==> src/rtl/vlog_fifo_ctl.sv <==
// vlog_fifo_ctl: parametrised synchronous FIFO controller with valid/ready
// handshakes on both sides and a selectable full-condition mode.
//
// Handshake semantics (both sides): a transfer happens at the rising clk edge
// in which valid and ready are both 1. valid never depends on ready.
//   push = in_valid & in_ready, pop = out_valid & out_ready.
//
// Parameters:
//   WIDTH       data bits per entry (1..64)
//   DEPTH       entries, power of two (2..256)
//   AFULL_LEVEL occupancy at or above which afull asserts
//   LOSSY       0 = backpressure when full, 1 = overwrite oldest when full
//
// Ports:
//   clk        rising-edge clock
//   rst        synchronous active-high reset
//   in_valid   producer has a word
//   in_ready   FIFO accepts the word this cycle
//   in_data    write data
//   out_valid  head entry is valid
//   out_ready  consumer takes the head this cycle
//   out_data   head entry (show-ahead, combinational from the array)
//   count      current occupancy 0..DEPTH
//   afull      count >= AFULL_LEVEL
//   drop_cnt   saturating count of overwritten entries (0 when LOSSY=0)
//
// Optional macro VLOG_FIFO_PARITY_EN adds per-entry even parity:
//   par_inject  inverts the stored parity bit of the word pushed this cycle
//   out_perr    head is valid and its parity does not match its data
module vlog_fifo_ctl #(
  parameter int WIDTH       = 8,
  parameter int DEPTH       = 8,
  parameter int AFULL_LEVEL = DEPTH - 2,
  parameter int LOSSY       = 0
) (
  input  logic                       clk,
  input  logic                       rst,
  input  logic                       in_valid,
  output logic                       in_ready,
  input  logic [WIDTH-1:0]           in_data,
  output logic                       out_valid,
  input  logic                       out_ready,
  output logic [WIDTH-1:0]           out_data,
  output logic [$clog2(DEPTH):0]     count,
  output logic                       afull,
  output logic [7:0]                 drop_cnt
`ifdef VLOG_FIFO_PARITY_EN
  ,
  input  logic                       par_inject,
  output logic                       out_perr
`endif
);

  localparam int AW = $clog2(DEPTH);
  localparam int CW = AW + 1;

  logic [WIDTH-1:0] r_mem [DEPTH];
  logic [AW-1:0]    r_wr_ptr;
  logic [AW-1:0]    r_rd_ptr;
  logic [CW-1:0]    r_count;
  logic [7:0]       r_drop_cnt;

  logic w_full;
  logic w_push;
  logic w_pop;
  logic w_drop;

  assign w_full    = (r_count == CW'(DEPTH));
  assign out_valid = (r_count != '0);
  assign in_ready  = (LOSSY != 0) ? 1'b1 : !w_full;
  assign w_push    = in_valid & in_ready;
  assign w_pop     = out_valid & out_ready;
  // Overwrite-oldest: only when full and nobody frees a slot this cycle.
  assign w_drop    = (LOSSY != 0) && w_full && w_push && !w_pop;

  assign out_data  = r_mem[r_rd_ptr];
  assign count     = r_count;
  assign afull     = (r_count >= CW'(AFULL_LEVEL));
  assign drop_cnt  = r_drop_cnt;

  // Storage is deliberately not reset; writes are blocked during reset so the
  // reset cycle has no side effects.
  always_ff @(posedge clk) begin
    if (!rst && w_push) begin
      r_mem[r_wr_ptr] <= in_data;
    end
  end

  always_ff @(posedge clk) begin
    if (rst) begin
      r_wr_ptr   <= '0;
      r_rd_ptr   <= '0;
      r_count    <= '0;
      r_drop_cnt <= '0;
    end else begin
      if (w_push) begin
        r_wr_ptr <= r_wr_ptr + AW'(1);
      end
      // A drop advances the read pointer past the overwritten oldest entry.
      if (w_pop || w_drop) begin
        r_rd_ptr <= r_rd_ptr + AW'(1);
      end
      if (w_push && !w_pop && !w_drop) begin
        r_count <= r_count + CW'(1);
      end else if (w_pop && !w_push) begin
        r_count <= r_count - CW'(1);
      end
      if (w_drop && (r_drop_cnt != 8'hFF)) begin
        r_drop_cnt <= r_drop_cnt + 8'd1;
      end
    end
  end

`ifdef VLOG_FIFO_PARITY_EN
  logic r_par [DEPTH];

  always_ff @(posedge clk) begin
    if (!rst && w_push) begin
      r_par[r_wr_ptr] <= (^in_data) ^ par_inject;
    end
  end

  assign out_perr = out_valid & ((^out_data) != r_par[r_rd_ptr]);
`endif

endmodule

==> config.mk <==
export PLATFORM = sky130hd
export DESIGN_NAME = vlog_fifo_ctl
export DESIGN_NICKNAME = d
export VERILOG_FILES = /design/src/rtl/vlog_fifo_ctl.sv
export SDC_FILE = /design/constraint.sdc
export NUM_CORES = 1
export LEC_CHECK = 0
export CAP_MARGIN = 20
export CORE_MARGIN = 2
export CORE_UTILIZATION = 55
export CTS_CLUSTER_SIZE = 40
export DETAILED_ROUTE_END_ITERATION = 10
export PLACE_DENSITY = 0.75
export SLEW_MARGIN = 20
export SYNTH_ARGS = -nofsm -noshare
export SYNTH_HDL_FRONTEND = slang
export SYNTH_SLANG_ARGS = --single-unit
export TNS_END_PERCENT = 100
==> constraint.sdc <==
create_clock -name clk -period 3.33 [get_ports clk]
set_input_delay 0.999 -clock clk [delete_from_list [all_inputs] [get_ports clk]]
set_output_delay 0.999 -clock clk [all_outputs]
set_load 0.01 [all_outputs]
# Word-level counts from Yosys, hierarchy flattened
# Memories as Yosys holds them, arrays and structs flattened. A register that Yosys moved wholly into a read port is not among the register bits.
# Cells that the tools add are included.
[op_classes]
bitwise = 2
shift = 0
n_addsub = 4
n_eq_ne = 1
magnitude_cmp = 1
n_reduce_logical = 9
div_mod_pow = 0
mux = 6
multipliers = 0
[op_table]
columns = ["operator", "n"]
rows = [
  ["$mux W4", 2],
  ["$add A3 B1 Y3 const B", 2],
  ["$mux W3", 2],
  ["$add A4 B1 Y4 const B", 1],
  ["$eq A4 B4 Y1 const B", 1],
  ["$ge A4 B3 Y1 const B", 1],
  ["$logic_not A1 Y1", 4],
  ["$reduce_bool A4 Y1", 1],
  ["$sub A4 B1 Y4 const B", 1],
  ["$logic_and A1 B1 Y1", 3],
  ["$and A1 B1 Y1", 2],
  ["$mux W1", 2],
  ["$reduce_bool A2 Y1", 1],
]
[totals]
output_inout_bits = 23
input_bits = 12
wordCells = 27
latchBits = 0
romBits = 0
n_memories = 1
register_bits = 10
ram_bits = 64
[mem_list]
columns = ["name", "depth", "word_bits", "rd", "rd_clocked_by_memory_dff", "wr", "line", "source"]
rows = [
  ["r_mem", 8, 8, 1, 1, 1, "57", "logic [WIDTH-1:0] r_mem [DEPTH];"],
]

# Depth between registers and ports, before layout
[logic_depth]
word_depth = 7
depth_mapped = 11
ltp_nobuf = 10

# Worst setup path after synthesis
# OpenSTA, ideal clock, no wires.
[synth_timing]
kind = "reg-to-reg"
from = "register r_count[0], in the netlist count[0]"
to = "register r_count[3], in the netlist count[3]"
arrival_time_ps = 2547
path_buffers = 1
path_stages_with_launch = 12
required_ps = 3209
setup_slack_ps = 663
period_less_slack_ps = 2667
setup_ps = 121
cell_sequence = "dfxtp_1 -> or4b_1 -> clkbuf_2 -> nand2_4 -> inv_1 -> ha_1 -> inv_1 -> ha_1 -> a21oi_1 -> a211oi_1 -> a31oi_1 -> mux2_2"
[synth_via]
elab_chain_cells = 6
elab_cells_between_ends = 14
cone_classes = "add/sub (2); eq/ne (1); mux (2); bitwise (2); reduce/logical (7)"
[synth_rtl]
columns = ["item", "line", "source"]
rows = [
  ["start: declaration", "60", "logic [CW-1:0] r_count;"],
  ["start signal: assignment", "104", "r_count <= r_count + CW'(1);"],
  ["start signal: assignment", "106", "r_count <= r_count - CW'(1);"],
  ["$eq A4 B4 Y1 (*)", "68", "assign w_full = (r_count == CW'(DEPTH));"],
  ["$logic_not A1 Y1 (*)", "70", "assign in_ready = (LOSSY != 0) ? 1'b1 : !w_full;"],
  ["net in_ready", "39", "output logic in_ready,"],
  ["$and A1 B1 Y1 (*)", "71", "assign w_push = in_valid & in_ready;"],
  ["net w_push", "64", "logic w_push;"],
  ["$logic_not A1 Y1", "105", "end else if (w_pop && !w_push) begin"],
  ["$logic_and A1 B1 Y1", "105", ""],
  ["$reduce_bool A2 Y1 (no source line)", "-", ""],
]
# Mark *: on every way through the listed nets, which the timed path passes. The rest lies on a longest branch. The select of a mux whose other input is x is not followed.
# A chain may end at the register's enable or synchronous reset.

==> flow_summary.toml <==
[placed_design]
port_buffers = 26
dp_hpwl_um = 3360
pre_cts_slack_ns = 0.0388
gp_congestion = 0.724
place_area_um2 = 3540
post-place-cells = 278

[min_path]
hold_depth = 2
hp-class = "flip-flop to flip-flop"
min_to = "r_rd_ptr[1]$_SDFFE_PP0P_"
worstHoldStart = "r_rd_ptr[1]$_SDFFE_PP0P_"

[die]
core_um2 = 5570
die_area_um2 = 6440
ios = 35
dieWidth_um = 80.3
rows = 27
start_util_pct = 57.4
dieHeight_um = 80.3

[pwr]
cellPowerDensity_nw_per_um2 = 721
leakage_nw = 1.30
vdd_drop_max_mv = 0.698
finalPower_mw = 2.69

[critical_path]
cp_max_fo = 16
r2r_start = "count[1]$_SDFFE_PP0P_"
end_kind = "output port"
ff2ff_path_depth = 10
path_buf_inv = 2
crit_slowest_cell = "mux4_1"
r2r_end = "count[3]$_SDFFE_PP0P_"
max_stage_delay_ns = 0.58
start_kind = "flip-flop"
critical_path_class = "flip-flop to output port"
r2r_slack_ns = 0.44
cp.required_ns = 2.33
crit_family = "multiplexers"
cp.arrival_ns = 2.23
worstPathCellList = "buf_6 > mux4_1 > mux2_2 > clkdlybuf4s50_1"

[synthesis]
synth_top_flop_cell = "edfxtp_1"
synthSimpleGateAreaFrac_pct = 5.79
yosysSeqAreaShare_pct = 68.2
synth_xor_area_share_pct = 1.64
avgSynthCellArea_um2 = 18.0
synthAdderAreaFrac_pct = 2.58
synthesis.area_um2 = 3200
synth_cells = 178
yosys-mux-area-fraction_pct = 16.5
synth_edf_count = 64
synth_compound_area_share_pct = 1.29
ys_warn_count = 0
synth_seq_cells = 77
yosysUniqueCellTypes = 34
ys_async_sr_fraction_pct = 0
synth_top_family_by_area = "multiplexers"

[final_layout]
drive_above_1_share_pct = 16.7
mostFrequentLayoutCells = "64 x edfxtp_1, 26 x clkdlybuf4s50_1, 16 x nor2_1, 15 x mux4_1, 13 x dfxtp_1"
fin_area_um2 = 3740
final_common_cell = "edfxtp_1"
area.growth.synth_to_final_pct = 16.9
fin_nets = 235
fin_util_pct = 67.1
fin_cells = 294
num_antenna_cells = 0

[sta]
fin_crit_ns = 3.22
finalMaxSlewViolations = 0
rsz0062_at_grt = "no"
hold_viol = 0
fin_ws_ns = 0.106
fin_crit_sh_pct = 96.8
clock_skew_ns = 0.00886
setup-tns-final_ns = 0
setup_viol = 0
timing.hold.ws_ns = 0.502
max_freq_mhz = 310

[global_route]
grt_max_degree = 17
grt_pass1_wl_um = 8070
grt.overflow.total = 0
grt_usage_pct = 17.9
grt_antenna_before_repair = 0
first_global_vias = 1602

[cts]
root_buffer = "clkbuf_8"
clock_latency_ns = 0.33
cts_resized = 0
postCtsHoldBufs = 0
clkTransAtPathRegs_ns = 0.07
cts_setup_buffers = 0
numCtsBuffers = 9
cts_tree = "yes"
htreeDepth = 3
clockBufferDepth = 2
clock-sinks = 77

[route]
wirelength_um = 5160
vias_per_cell = 5.45
antenna_left = 0
drc = 0
drt_iter0_markers = 149
drt_pass1_iterations = 4
routedWlPerCell_um = 17.6
vias = 1601

[run]
cap_violations = 0

[run_status]
status = "complete, no violations"
==> cells by family after synthesis <==
kind of cell	after synthesis
flops	77
simple gates	37
mux	26
buf+inv	18
compound gates	7
fa+ha+maj	6
xor+xnor	6
other cells	1
==> power by group <==
group          total [mW]  switching (mW)  leakage (nW)  internal (mW)
Combinational       0.837           0.369         0.520          0.468
Clock               0.672           0.307        0.0964          0.365
Sequential           1.19          0.0678         0.684           1.12
Total                2.69           0.744          1.30           1.95
==> worst register-to-register path: stages (launching register included) <==
cell	delay, ns
dfxtp_1	0.39
or4b_1	0.67
nand2_4	0.17
inv_1	0.05
ha_1	0.20
inv_1	0.14
ha_1	0.29
a21oi_1	0.23
a211oi_1	0.12
a31oi_1	0.17
mux2_2	0.35
==> Yosys cell counts, types with 2 or more instances <==
master	n	area, um2
edfxtp_1	64	1920
nor3_1	3	15.0
mux4_1	15	394
mux2_2	9	101
buf_4	8	60.1
nand3_1	6	30.0
inv_1	2	7.51
clkbuf_1	3	11.3
dfxtp_1	13	260
ha_1	5	62.6
xor2_1	5	43.8
nand2_1	5	18.8
a21oi_1	4	20.0
nor2_1	16	60.1
==> area by class of cell <==
class	count	area, um2
Clock buffer	12	145
Clock inverter	4	47.5
Fill cell	378	1840
Inverter	2	7.51
Multi-Input combinational cell	90	920
Sequential cell	77	2180
Tap cell	72	90.1
Timing Repair Buffer	37	347
==> worst max-delay path by stage <==
stage,startpoint,end,depth (start not counted)
6_report,flip-flop,out_data[4],4
5_1_grt,flip-flop,out_data[4],4
4_1_cts,flip-flop,out_data[3],4
3_5_place_dp,in_valid,count[3]$_SDFFE_PP0P_,10
3_3_place_gp,in_valid,count[3]$_SDFFE_PP0P_,10
2_1_floorplan,count[0]$_SDFFE_PP0P_,count[3]$_SDFFE_PP0P_,11
==> per-layer routing <==
| metal | global-route usage [%] | vias to the layer above | part of all wire (%) |
|---|---|---|---|
| met5 | 0 | - | 0 |
| met4 | 7.12 | 0 | 1.1 |
| met3 | 4.94 | 6 | 4.9 |
| met2 | 30.3 | 48 | 52 |
| met1 | 21.6 | 784 | 42 |
| li1 | - | 763 | - |
==> sequential cells by signal (all words and copies together), names as in the netlist, named ones only <==
signal and flops:
count 4, r_rd_ptr 3, r_mem 64, r_wr_ptr 3
Note: power is estimated with default switching activity, not from simulation.
